### config.mk
export PLATFORM = sky130hd
export DESIGN_NAME = multiword_add_seq
export DESIGN_NICKNAME = d
export VERILOG_FILES = /design/src/rtl/multiword_add_pkg.sv /design/src/rtl/kogge_stone_32bits.sv /design/src/rtl/multiword_add_seq.sv
export SDC_FILE = /design/constraint.sdc
export NUM_CORES = 1
export LEC_CHECK = 0
export ABC_CLOCK_PERIOD_IN_PS = 5000
export CORE_MARGIN = 2
export CORE_UTILIZATION = 52
export CTS_BUF_LIST = sky130_fd_sc_hd__clkbuf_16
export DETAILED_ROUTE_END_ITERATION = 6
export PLACE_DENSITY = 0.81
export SYNTH_ARGS = -nofsm -noshare
export SYNTH_HDL_FRONTEND = slang
export SYNTH_SLANG_ARGS = --single-unit
export TNS_END_PERCENT = 5
### constraint.sdc
create_clock -name clk -period 5 [get_ports clk]
set_input_delay 1 -clock clk [delete_from_list [all_inputs] [get_ports clk]]
set_output_delay 1 -clock clk [all_outputs]
set_load 0.01 [all_outputs]
### src/rtl/multiword_add_pkg.sv
// multiword_add_pkg: shared word width and FSM encoding for the sequential multi-word adder
package multiword_add_pkg;
  localparam int WORD_W = 32;
  typedef enum logic [1:0] {IDLE, RUN, DONE} state_t;
endpackage

### src/rtl/kogge_stone_32bits.sv
// kogge_stone_32bits: combinational parallel-prefix adder with carry in/out
module kogge_stone_32bits #(
  parameter int WIDTH = 32
) (
  input  logic [WIDTH-1:0] a,
  input  logic [WIDTH-1:0] b,
  input  logic             cin,
  output logic [WIDTH-1:0] s,
  output logic             cout
);
  logic [WIDTH-1:0] g, p, gn, pn;
  logic [WIDTH:0] c;
  // log2(WIDTH) prefix levels, each combining spans twice as wide as the last
  always_comb begin
    g = a & b;
    p = a ^ b;
    gn = g;
    pn = p;
    for (int d = 1; d < WIDTH; d = d * 2) begin
      gn = g;
      pn = p;
      for (int i = d; i < WIDTH; i++) begin
        gn[i] = g[i] | (p[i] & g[i-d]);
        pn[i] = p[i] & p[i-d];
      end
      g = gn;
      p = pn;
    end
    c = {g | (p & {WIDTH{cin}}), cin};
  end
  assign s = a ^ b ^ c[WIDTH-1:0];
  assign cout = c[WIDTH];
endmodule

### src/rtl/multiword_add_seq.sv
// multiword_add_seq: multi-precision add/subtract streaming one 32-bit slice per cycle through a shared adder
module multiword_add_seq
  import multiword_add_pkg::*;
#(
  parameter int WORDS = 4
) (
  input  logic                   clk,
  input  logic                   rst_n,
  input  logic                   in_valid,
  output logic                   in_ready,
  input  logic [WORD_W*WORDS-1:0] A,
  input  logic [WORD_W*WORDS-1:0] B,
  input  logic                   Sub,
  output logic                   out_valid,
  input  logic                   out_ready,
  output logic [WORD_W*WORDS-1:0] S,
  output logic                   Cout,
  output logic                   Ovf
);
  localparam int N = WORD_W * WORDS;
  localparam int KW = (WORDS > 1) ? $clog2(WORDS) : 1;
  state_t state, state_nx;
  logic [N-1:0] opa, opb;
  logic carry, co, last;
  logic [KW-1:0] k;
  logic [WORD_W-1:0] sum;
  assign last = k == KW'(WORDS - 1);
  kogge_stone_32bits #(.WIDTH(WORD_W)) u_add (
    .a   (opa[WORD_W*k +: WORD_W]),
    .b   (opb[WORD_W*k +: WORD_W]),
    .cin (carry),
    .s   (sum),
    .cout(co)
  );
  always_ff @(posedge clk or negedge rst_n)
    if (!rst_n) state <= IDLE;
    else state <= state_nx;
  always_comb begin
    state_nx = (state == IDLE && in_valid) ? RUN :
               (state == RUN && last) ? DONE :
               (state == DONE && out_ready) ? IDLE : state;
  end
  always_comb begin
    in_ready = state == IDLE;
    out_valid = state == DONE;
  end
  // Subtraction is A + ~B + 1: the +1 enters as the initial carry
  always_ff @(posedge clk or negedge rst_n)
    if (!rst_n) begin
      opa <= '0;
      opb <= '0;
      carry <= 1'b0;
      k <= '0;
      S <= '0;
      Cout <= 1'b0;
      Ovf <= 1'b0;
    end else begin
      if (in_ready && in_valid) begin
        opa <= A;
        opb <= Sub ? ~B : B;
        carry <= Sub;
        k <= '0;
      end
      if (state == RUN) begin
        S[WORD_W*k +: WORD_W] <= sum;
        carry <= co;
        if (last) begin
          Cout <= co;
          Ovf <= (opa[N-1] == opb[N-1]) && (sum[WORD_W-1] != opa[N-1]);
        end else k <= k + 1'b1;
      end
    end
endmodule

==> summary.txt <==
Outcome
  • Status: finished clean

Timing
  • Unrepaired setup endpoints after global routing: false
  • Post-route setup TNS: 0 ns
  • Max Transition Viols Final: 0
  • Final worst-path cycle share: 0.863
  • Slew Limit Headroom: 0.244
  • Finish-stage setup viols: 0
  • Fmax: 232 MHz
  • Min cycle time layout: 4.32 ns
  • Post-Route Skew: 0.0251 ns
  • Hold Fails Final Rpt: 0
  • Worst-Margin Slew: 1.13 ns
  • Setup slack after layout: 0.683 ns

Layout
  • Non-filler cells, final: 2469
  • Synthesis-to-finish area growth: 29.2%
  • Final instance area: 0.0248 mm²
  • Area of the multi-input gates: 0.00895 mm²
  • Register Area: 0.00979 mm²
  • Layout fillers: 2640
  • Commonest non-fill, non-tap cell in the layout: clkdlybuf4s50_1
  • Layout cells sized above 1: 0.148
  • Commonest cells after routing, fill and taps aside: clkdlybuf4s50_1 (390), dfrtp_1 (389), a21oi_1 (161)
  • Final nets: 2268

Placement
  • Cells after DPL: 2394
  • Placed inst area: 0.0236 mm²
  • IO Port Bufs: 392
  • Pre-CTS setup slack: 0.694 ns
  • Post-detail-place hpwl: 40600 µm
  • GPL Wtd Cong: 0.846

Hold path
  • HP Class: in -> async

Die
  • Num rows: 70
  • Initial Util: 0.526
  • Die Y: 196 µm
  • Die Footprint: 0.0385 mm²
  • Boundary Pins: 393
  • Die width: 196 µm
  • Core Area: 0.0365 mm²

Global routing
  • Global-route wire length before repair: 85300 µm
  • Met3 Usage GRT: 0.0454
  • Initial antenna violation count: 7
  • Largest net degree at the start of global routing: 155
  • Met1 global-route usage: 0.415
  • GR Util met2: 0.450
  • Vias in the first global route: 14815
  • Gr usage total: 0.286
  • Grt peak-use layer: met2
  • GR Overflow Total: 0

CTS
  • Clk sinks: 391
  • Clk root buf: clkbuf_16
  • Setup repair bufs after CTS: 0
  • CTS tree: done
  • Worst-path clk slew: 0.06 ns
  • Hold Buf Count CTS: 0
  • # H-tree levels: 2
  • Cts repair resizes: 0
  • Clock Path Buffers: 3
  • Clk_lat worst skew: 0.55 ns
  • CTS Buf Count: 40

Synthesis
  • Proportion of synthesized area in mux cells: 0.154
  • Ys flop type: dfrtp_1
  • Post-synthesis sequential area ratio: 0.509
  • Synth Area per Inst: 11.8 µm²
  • Synth Area in Simple Gates: 0.0761
  • XOR/XNOR share of the synthesized area: 0.0674
  • Main combinational cell family by area after synthesis: multiplexers
  • Number of enable flip-flop cells after synthesis: 0
  • Synth Area in Adders: 0.0258
  • Synth warn: 0
  • Top cells by area, synth: dfrtp_1 (51%), mux2_2 (7.5%), mux4_2 (7.5%)
  • Unique cell type count in the Yosys netlist: 68
  • Synth Area in Compound Gates: 0.141
  • Flops & latches, synth: 391
  • Synth Cell Area: 0.0192 mm²
  • FFs w/ async S/R, synth: 1.00
  • Syn Nets: 1931
  • Synth area leader: dfrtp_1
  • Share of the synthesized area in the top cell type: 0.509
  • Post-synthesis cell count: 1631

Setup path
  • Crit path capture type: flop
  • Cell Chain, Critical Path: buf_12 > mux4_2 > ha_1 > a21oi_2 > o21ai_0 > a221oi_1 > o2111ai_1 > o21ai_1 > xnor2_1 > a22o_1
  • CP Class: reg -> reg
  • CP delay by family, top: compound AO/OA/AOI/OAI gates
  • Max incr delay on CP: 0.80 ns
  • Reg2Reg Depth: 10
  • Worst setup SP type: flop
  • Crit path required time: 5.42 ns
  • CP Launch Point: k[0]
  • CP bufs+invs: 1
  • R2R Path End: S[63]
  • WP data arrival: 4.73 ns
  • Reg2reg start: k[0]
  • R2r setup slk: 0.68 ns
  • CP max FO: 29
  • Crit-path slowest cell: dfrtp_4

Detailed routing
  • DRC: 0
  • Routed vias/inst: 5.96
  • Routed WL: 55200 µm
  • Routed wire per std cell: 22.4 µm
  • First-pass iteration count of the detailed router: 5
  • ANT nets after route: 0
  • Initial DRC Count: 1058
  • Routed via count: 14709

Pwr
  • Pwr Density: 835 mW/mm²
  • Worst vdd ir: 0.520 mV
  • Leak: 10.2 nW

Run
  • Number of max-cap violations: 0
==> how the worst max path moves through the flow <==
stage / endpoint / slack (ns) / cells past startpoint
global route: S[31] / 0.31 / 10
finish: S[63] / 0.68 / 10
CTS: S[63] / 0.65 / 10
floorplan: S[122] / 0.87 / 14
detailed placement: S[63] / 0.69 / 10
global placement: S[31] / 0.84 / 10
==> registers in the layout, indices dropped and copies added (netlist names) <==
register	cells
S	128
state	2
Cout	1
Ovf	1
opa	128
carry	1
opb	128
k	2
==> routing by layer <==
metal,wire (µm),up-vias
li1,-,6608
met1,24400,7379
met2,25800,618
met3,3560,100
met4,1460,4
met5,30,-
==> cells in the mapped netlist (6+ instances only) <==
| library cell | count |
|---|---|
| a22o_1 | 94 |
| or3_1 | 7 |
| buf_2 | 7 |
| o21ai_0 | 29 |
| o2111ai_1 | 6 |
| ha_1 | 38 |
| a21o_1 | 23 |
| or4_1 | 7 |
| clkbuf_1 | 95 |
| a221oi_1 | 6 |
| nor2_1 | 157 |
| xnor2_1 | 143 |
| mux2i_1 | 8 |
| o21ai_1 | 11 |
| mux4_2 | 64 |
| nand2_1 | 59 |
| inv_1 | 11 |
| mux2_2 | 128 |
| buf_1 | 19 |
| and2_1 | 7 |
| nor3_1 | 17 |
| nor2b_1 | 6 |
| a211o_1 | 13 |
| dfrtp_1 | 391 |
| a21oi_1 | 161 |
| nand3_1 | 19 |
| a211oi_1 | 10 |
| nand3b_1 | 6 |
==> logic make-up (layout without fill, tap and decap cells) <==
| kind of cell | after synthesis | count (layout) |
|---|---|---|
| compound gates | 402 | 402 |
| xor+xnor | 148 | 148 |
| fa+ha+maj | 39 | 39 |
| buf+inv | 133 | 498 |
| flops | 391 | 391 |
| mux | 200 | 200 |
| other cells | 0 | 5 |
| simple gates | 318 | 318 |
==> layout make-up <==
type                    count  area share
repair buffers            417       0.169
clock buffers              42      0.0423
inverters                  11     0.00166
clock inverters            28     0.00886
flip-flops and latches    391       0.394
multi-input cells        1107       0.360
diodes                      5    0.000504
well taps                 468      0.0236
==> power breakdown <==
| group | leakage [nW] | internal [mW] | switching [mW] |
|---|---|---|---|
| clock network | 0.655 | 1.67 | 1.26 |
| registers | 4.79 | 4.59 | 1.01 |
| logic | 4.79 | 5.04 | 7.18 |
==> per-stage QoR <==
step | hold slack, ns | util | power (mW)
after floorplan | 0.475 | - | 13.4
after global placement | 0.469 | 0.645 | 17.4
after detailed placement | 0.470 | 0.645 | 17.7
after CTS | 0.435 | 0.680 | 20.7
after global routing | 0.471 | 0.680 | 22.1
final | 0.419 | 0.680 | 20.7
Power figures use the tool's default switching activity.
